==> src/rtl/tx_frame_arbiter.sv <==
`default_nettype none
// ============================================================================
// Module   : tx_frame_arbiter
// Purpose  : Round-robin, frame-granular arbiter for the shared MAC TX path,
//            with a watchdog on grant length and an inter-frame gap.
// Revision : 1.0
// ============================================================================
module tx_frame_arbiter #(
    parameter int NO_INPUTS  = 4,
    parameter int IFG_CYCLES = 12,
    parameter int MAX_CYCLES = 2048
) (
    input  logic                         clk,
    input  logic                         reset,
    input  logic                         enable,
    input  logic [NO_INPUTS-1:0]         req,
    input  logic                         eof,
    output logic [NO_INPUTS-1:0]         grant,
    output logic [$clog2(NO_INPUTS)-1:0] grant_id,
    output logic                         busy,
    output logic                         done,
    output logic                         abort
);

    localparam int IW = $clog2(NO_INPUTS);
    localparam int CW = $clog2(MAX_CYCLES + 1);
    localparam int GW = (IFG_CYCLES > 0) ? $clog2(IFG_CYCLES + 1) : 1;
    localparam logic [NO_INPUTS-1:0] C_ONE = {{(NO_INPUTS-1){1'b0}}, 1'b1};

    typedef enum logic [1:0] {
        S_IDLE = 2'd0,
        S_BUSY = 2'd1,
        S_GAP  = 2'd2
    } state_t;

    state_t        r_state;
    logic [IW-1:0] r_ptr;
    logic [CW-1:0] r_cnt;
    logic [GW-1:0] r_gap;
    logic [IW-1:0] w_winner;
    logic          w_found;

    function automatic logic [IW-1:0] wrap_idx(input logic [IW-1:0] base, input int off);
        int s;
        s = int'(base) + off;
        if (s >= NO_INPUTS) s = s - NO_INPUTS;
        return IW'(s);
    endfunction

    // Scan from the highest offset down so the lowest offset past ptr wins.
    always_comb begin
        w_found  = 1'b0;
        w_winner = '0;
        for (int off = NO_INPUTS - 1; off >= 0; off--) begin
            if (req[wrap_idx(r_ptr, off)]) begin
                w_found  = 1'b1;
                w_winner = wrap_idx(r_ptr, off);
            end
        end
    end

    always_ff @(posedge clk) begin
        if (reset) begin
            r_state  <= S_IDLE;
            r_ptr    <= '0;
            r_cnt    <= '0;
            r_gap    <= '0;
            grant    <= '0;
            grant_id <= '0;
            busy     <= 1'b0;
            done     <= 1'b0;
            abort    <= 1'b0;
        end else begin
            done  <= 1'b0;
            abort <= 1'b0;
            case (r_state)
                S_IDLE: begin
                    if (enable && w_found) begin
                        grant    <= C_ONE << w_winner;
                        grant_id <= w_winner;
                        busy     <= 1'b1;
                        r_ptr    <= wrap_idx(w_winner, 1);
                        r_cnt    <= CW'(1);
                        r_state  <= S_BUSY;
                    end
                end
                S_BUSY: begin
                    // eof has priority over a simultaneous request drop or timeout.
                    if (eof || !req[grant_id] || (r_cnt == CW'(MAX_CYCLES))) begin
                        grant   <= '0;
                        busy    <= 1'b0;
                        done    <= eof;
                        abort   <= !eof;
                        r_gap   <= GW'(1);
                        r_state <= (IFG_CYCLES == 0) ? S_IDLE : S_GAP;
                    end else begin
                        r_cnt <= r_cnt + 1'b1;
                    end
                end
                S_GAP: begin
                    if (r_gap == GW'(IFG_CYCLES)) r_state <= S_IDLE;
                    else                          r_gap   <= r_gap + 1'b1;
                end
                default: r_state <= S_IDLE;
            endcase
        end
    end

endmodule
`default_nettype wire
==> config.mk <==
export PLATFORM = sky130hd
export DESIGN_NAME = tx_frame_arbiter
export DESIGN_NICKNAME = d
export VERILOG_FILES = /design/src/rtl/tx_frame_arbiter.sv
export SDC_FILE = /design/constraint.sdc
export NUM_CORES = 1
export LEC_CHECK = 0
export CAP_MARGIN = 20
export CELL_PAD_IN_SITES_DETAIL_PLACEMENT = 1
export CELL_PAD_IN_SITES_GLOBAL_PLACEMENT = 1
export CORE_MARGIN = 2
export CORE_UTILIZATION = 44
export DETAILED_ROUTE_END_ITERATION = 8
export PLACE_DENSITY_LB_ADDON = 0.1
export SLEW_MARGIN = 30
export SYNTH_ARGS = -nofsm -noshare
export SYNTH_HDL_FRONTEND = slang
export SYNTH_SLANG_ARGS = --single-unit
export TNS_END_PERCENT = 20
==> constraint.sdc <==
create_clock -name clk -period 2.32 [get_ports clk]
set_input_delay 0.232 -clock clk [delete_from_list [all_inputs] [get_ports clk]]
set_output_delay 0.232 -clock clk [all_outputs]
set_load 0.005 [all_outputs]
== Yosys cells after proc, flatten, opt, wreduce, memory -nomap -nowiden ==
Cells that the tools add are included.

* Register bits after elaboration: 29
* Word-level logic and storage cells: 95

* Add/sub/neg operators: 11
* Equal/unequal tests: 9
* Multiplexer cells: 39
* Shifts and indexed selects: 1
* $lt $le $gt $ge: 10
* Reduce and logical (&&, ||, !) cells: 14
* Bitwise logic cells: 2

{| class="wikitable"
|+ Operator list
! operator !! count
|-
| 12-bit 2-to-1 mux || 2
|-
| 2-bit 2-to-1 mux || 12
|-
| 12-bit one-hot mux with 2 select lines || 1
|-
| 4-bit 2-to-1 mux || 4
|-
| 4-bit one-hot mux with 2 select lines || 2
|-
| 2-bit by 3-bit < comparator with 1-bit output (second input constant) || 5
|-
| 12-bit by 1-bit adder with 12-bit output (second input constant) || 1
|-
| 12-bit equality test (second input constant) || 1
|-
| 3-bit >= comparator (second input constant) || 4
|-
| 3-bit AND reduction || 4
|-
| 1-bit 2-to-1 mux || 11
|-
| 1-bit binary-select mux with 2-bit select || 5
|-
| 2-bit inequality test (second input constant) || 5
|-
| 2-bit by 1-bit subtractor with 2-bit output (second input constant) || 5
|-
| 2-bit by 1-bit adder with 3-bit output (second input constant) || 2
|-
| 2-bit by 2-bit adder with 3-bit output (second input constant) || 2
|-
| 2-bit one-hot mux with 3 select lines || 1
|-
| 4-bit by 1-bit adder with 4-bit output (second input constant) || 1
|-
| 4-bit equality test (second input constant) || 1
|-
| 2-bit nonzero test || 2
|-
| 1-bit by 2-bit left shift with 4-bit output (first input constant) || 1
|-
| 2-bit by 3-bit >= comparator with 1-bit output (second input constant) || 1
|-
| 3-bit OR reduction || 1
|-
| 2-bit by 1-bit equality test with 1-bit output (second input constant) || 1
|-
| other kinds (8) || 11
|}

== Logic depth before layout (Yosys ltp) ==
* Depth in word-level cells: 12
* Mapped depth: 7
* Gate-level depth less buffers: 7

== Worst setup path after synthesis ==
OpenSTA, ideal clock, no wires.

* Path kind: reg-to-reg
* From: register r_cnt[0]
* To: register r_cnt[5]
* Period minus slack after synthesis: 1.619 ns
* Data required time: 2.200 ns
* Data arrival time: 1.499 ns
* Setup slack: 0.701 ns
* Cell stages (with the launch flop): 8
* Library setup time: 0.120 ns
* Cells stage by stage: dfxtp_1 inv_1 ha_1 nor4b_4 and4_1 buf_6 o211a_1 o31a_1

* Longest elaborated chain between the ends: 4

{| class="wikitable"
|+ RTL lines
! element !! RTL line !! RTL
|-
| start: declaration || 38 || <nowiki>logic [CW-1:0] r_cnt;</nowiki>
|-
| start signal: assignment || 97 || <nowiki>r_cnt <= r_cnt + 1'b1;</nowiki>
|-
| branches (longest 4 deep; another with 12-bit by 1-bit adder with 12-bit output) || -- ||
|}

Several ways; the timed one is not identified. The select of a mux whose other input is x is not followed.
A chain may end at the register's enable or synchronous reset.

== Final worst setup path ==
Ends and elaborated chain as after synthesis.

==> flow_summary.yaml <==
outcome:
  run_status: "complete, no violations"
final_layout:
  final_nets: 238
  stdcell_count: 272
  fillCellCount: 483
  area_growth_pct: 14.2
  drive_gt1_share_pct: 14.0
  n_antenna_cell: 0
clocking:
  cts.reportedPaths.clkPinSlew_ns: 0.07
  clk_path_buf_depth: 2
  postCtsSetupBuffers: 0
  cts_tree: "built"
  clock_sinks: 29
  cts_resized: 0
  clk_latency_ns: 0.28
  htree_levels: 2
  hold_buffers: 0
  cts_buffers: 5
  cts_root_buffer: "clkbuf_8"
routing:
  viasPerCell: 6.21
  dr_total_vias: 1690
  wl_per_cell_microns: 18.9
  routed_wl_microns: 5140
  remaining_drc_errors: 0
  dr.pass1.iters: 4
  detail-route-antenna-nets: 0
  drtIter0Drc: 89
synth:
  yosysWarningCount: 0
  synth_area_leader_cell: "dfxtp_1"
  yosysUniqueCellTypes: 59
  synth_edf_count: 0
  syn_nets: 222
  synthCells: 206
  synth-seq-cells: 29
  synth_top_area_share_pct: 31.5
  synth_area_per_cell_sq_um: 8.96
  ys.flop_type: "dfxtp_1"
  synth_area_leaders: "dfxtp_1 31%, nand3_1 5.7%, ha_1 5.4%, buf_6 3.1%, a31oi_1 2.4%"
  ys_async_sr_fraction_pct: 0
  ys_seq_area_share_pct: 31.5
  synth_area_sq_um: 1850
sta:
  relSlewSlack_pct: 69.7
  setup_ws_ns: 0.426
  rsz0062_at_grt: "false"
  slew_violations: 0
  hold_viol: 0
  max_slew.worst_pin.slew_ns: 0.455
  period_share_pct: 81.6
  clock_skew_ns: 0.00935
  setup_violations: 0
  fin_setup_tns_ns: 0
  fmax_mhz: 528
  fin_crit_ns: 1.89
hold_path:
  holdPathStages: 2
  whs_endpoint: "grant[2]$_SDFFE_PP0P_"
  hp-class: "flip-flop to flip-flop"
  hold_path_startpoint: "grant[2]$_SDFFE_PP0P_"
global_routing:
  grt_pass1_vias: 1752
  grt-ovfl-total: 0
  antenna_found_initial: 0
  grt_max_degree: 22
  grt_usage_pct: 24.1
  grt_pass1_wl_microns: 8430
critical_path:
  crit-reg2reg-launch: "r_cnt[0]$_SDFFE_PP0P_"
  timing.rr.end: "r_cnt[5]$_SDFFE_PP0P_"
  worstRegToRegCells: 6
  cp_data_required_time_ns: 2.49
  cp-end-kind: "flip-flop"
  path_class: "flip-flop to flip-flop"
  r2r_slack_ns: 0.43
  arrival_ns: 2.06
  crit_fanout: 10
  critPathLaunchType: "flip-flop"
place:
  place_ws_ns: 0.212
  gp_congestion: 0.780
  dpl.hpwl_microns: 3640
  io_buffer_count: 16
  dp.cells: 265
die:
  rows: 23
  die_area_sq_um: 4730
  die_x_microns: 68.8
  core_sq_um: 4030
  start_util_pct: 45.8
  boundaryPins: 17
  fp.dieH_microns: 68.8
power:
  finalPower_mw: 1.29
  peakVddDrop_v: 0.000377
  powerDensity_nw_per_um2: 612
  p_leak_nw: 0.771
job:
  cap_violations: 0
-- stage by stage --
stage          utilization [%]  hold WS (ns)  instance area, sq um
6_report                  52.3         0.484                  2110
5_1_grt                   52.3         0.505                  2110
4_1_cts                   52.3         0.482                  2110
3_5_place_dp              49.7         0.464                  2000
3_3_place_gp              49.7         0.452                  2000
2_1_floorplan                -         0.311                  1850
-- kinds of logic after synthesis --
family                     count (synthesis)  share of synthesized area [%]
buffers and inverters                     23                           8.00
and+or+nand+nor                           87                           29.6
xor gates and xnor gates                   2                          0.949
DFF                                       29                           31.5
muxes                                      4                           2.17
adders and majority gates                  8                           5.42
AOI/OAI and AO/OA                         53                           22.4
-- cell usage after synthesis (2+ instances only) --
cell	instances
o41ai_1	2
nand4_1	5
o211ai_1	4
and3_1	6
nand2_1	9
buf_2	2
a31oi_1	7
xor2_1	2
o21ai_1	2
nor2_1	6
inv_1	10
nor3_1	8
or4_1	2
o211a_1	3
mux2i_1	4
dfxtp_1	29
a21oi_1	7
buf_6	5
nand2b_1	4
nor4_1	3
nor3b_1	3
o21ai_0	5
ha_1	8
nand3_1	21
o31a_1	3
nor2b_1	4
clkbuf_1	3
or2_2	4
and2b_2	2
o22ai_1	3
clkbuf_8	2
-- registers in the layout, indices dropped and copies added (netlist names) --
register  cells
r_cnt        12
grant         4
r_gap         4
grant_id      2
r_ptr         2
r_state       2
abort         1
busy          1
done          1
-- power breakdown --
part | total, mW | internal [mW] | switching, mW
clock | 0.512 | 0.312 | 0.200
combinational | 0.234 | 0.0983 | 0.136
sequential | 0.543 | 0.521 | 0.0215
total | 1.29 | 0.932 | 0.358
-- cells in the final DEF, fill, tap and decap left out, types with 4 or more instances in the layout --
cell             instances
nand2b_1                 4
nand4_1                  5
clkbuf_8                 5
inv_1                   10
clkdlybuf4s50_1         16
ha_1                     8
a21oi_1                  7
nor2b_1                  4
o211ai_1                 4
nor2_1                   6
mux2i_1                  4
a31oi_1                  7
buf_4                    6
dfxtp_1                 29
nand2_1                  9
o21ai_0                  5
nor3_1                   8
nand3_1                 21
and3_1                   6
or2_2                    4
-- worst max-delay path by stage --
stage               cells after the start             startpoint                    end
floorplan                               7  r_cnt[0]$_SDFFE_PP0P_  r_cnt[5]$_SDFFE_PP0P_
global placement                        5                    eof  r_cnt[6]$_SDFFE_PP0P_
detailed placement                      6                 req[1]  grant[0]$_SDFFE_PP0P_
CTS                                     6  r_cnt[0]$_SDFFE_PP0P_  r_cnt[5]$_SDFFE_PP0P_
global route                            6  r_cnt[0]$_SDFFE_PP0P_  r_cnt[7]$_SDFFE_PP0P_
finish                                  6  r_cnt[0]$_SDFFE_PP0P_  r_cnt[5]$_SDFFE_PP0P_
-- area by class of cell --
class | instances | area (sq um) | area share, %
flip-flops and latches | 29 | 581 | 27.6
inverters | 10 | 37.5 | 1.78
repair buffers | 22 | 205 | 9.74
clock buffers | 5 | 68.8 | 3.27
multi-input cells | 154 | 1120 | 53.0
clock inverters | 2 | 35.0 | 1.66
well taps | 50 | 62.6 | 2.97
-- per-layer routing --
layer | vias up | GRT usage (%) | part of all wire [%]
li1 | 805 | - | -
met2 | 27 | 44.5 | 53
met3 | 8 | 5.03 | 2.7
met1 | 850 | 28.4 | 44
met5 | - | 0 | 0
met4 | 0 | 5.64 | 1.1
-- critical path: stages (launching register included) --
cell,delay (ns)
dfxtp_1,0.34
inv_1,0.11
ha_1,0.16
nor4b_4,0.27
and4_1,0.54
nor3_1,0.12
o31a_1,0.25
Note: power is estimated with default switching activity, not from simulation.
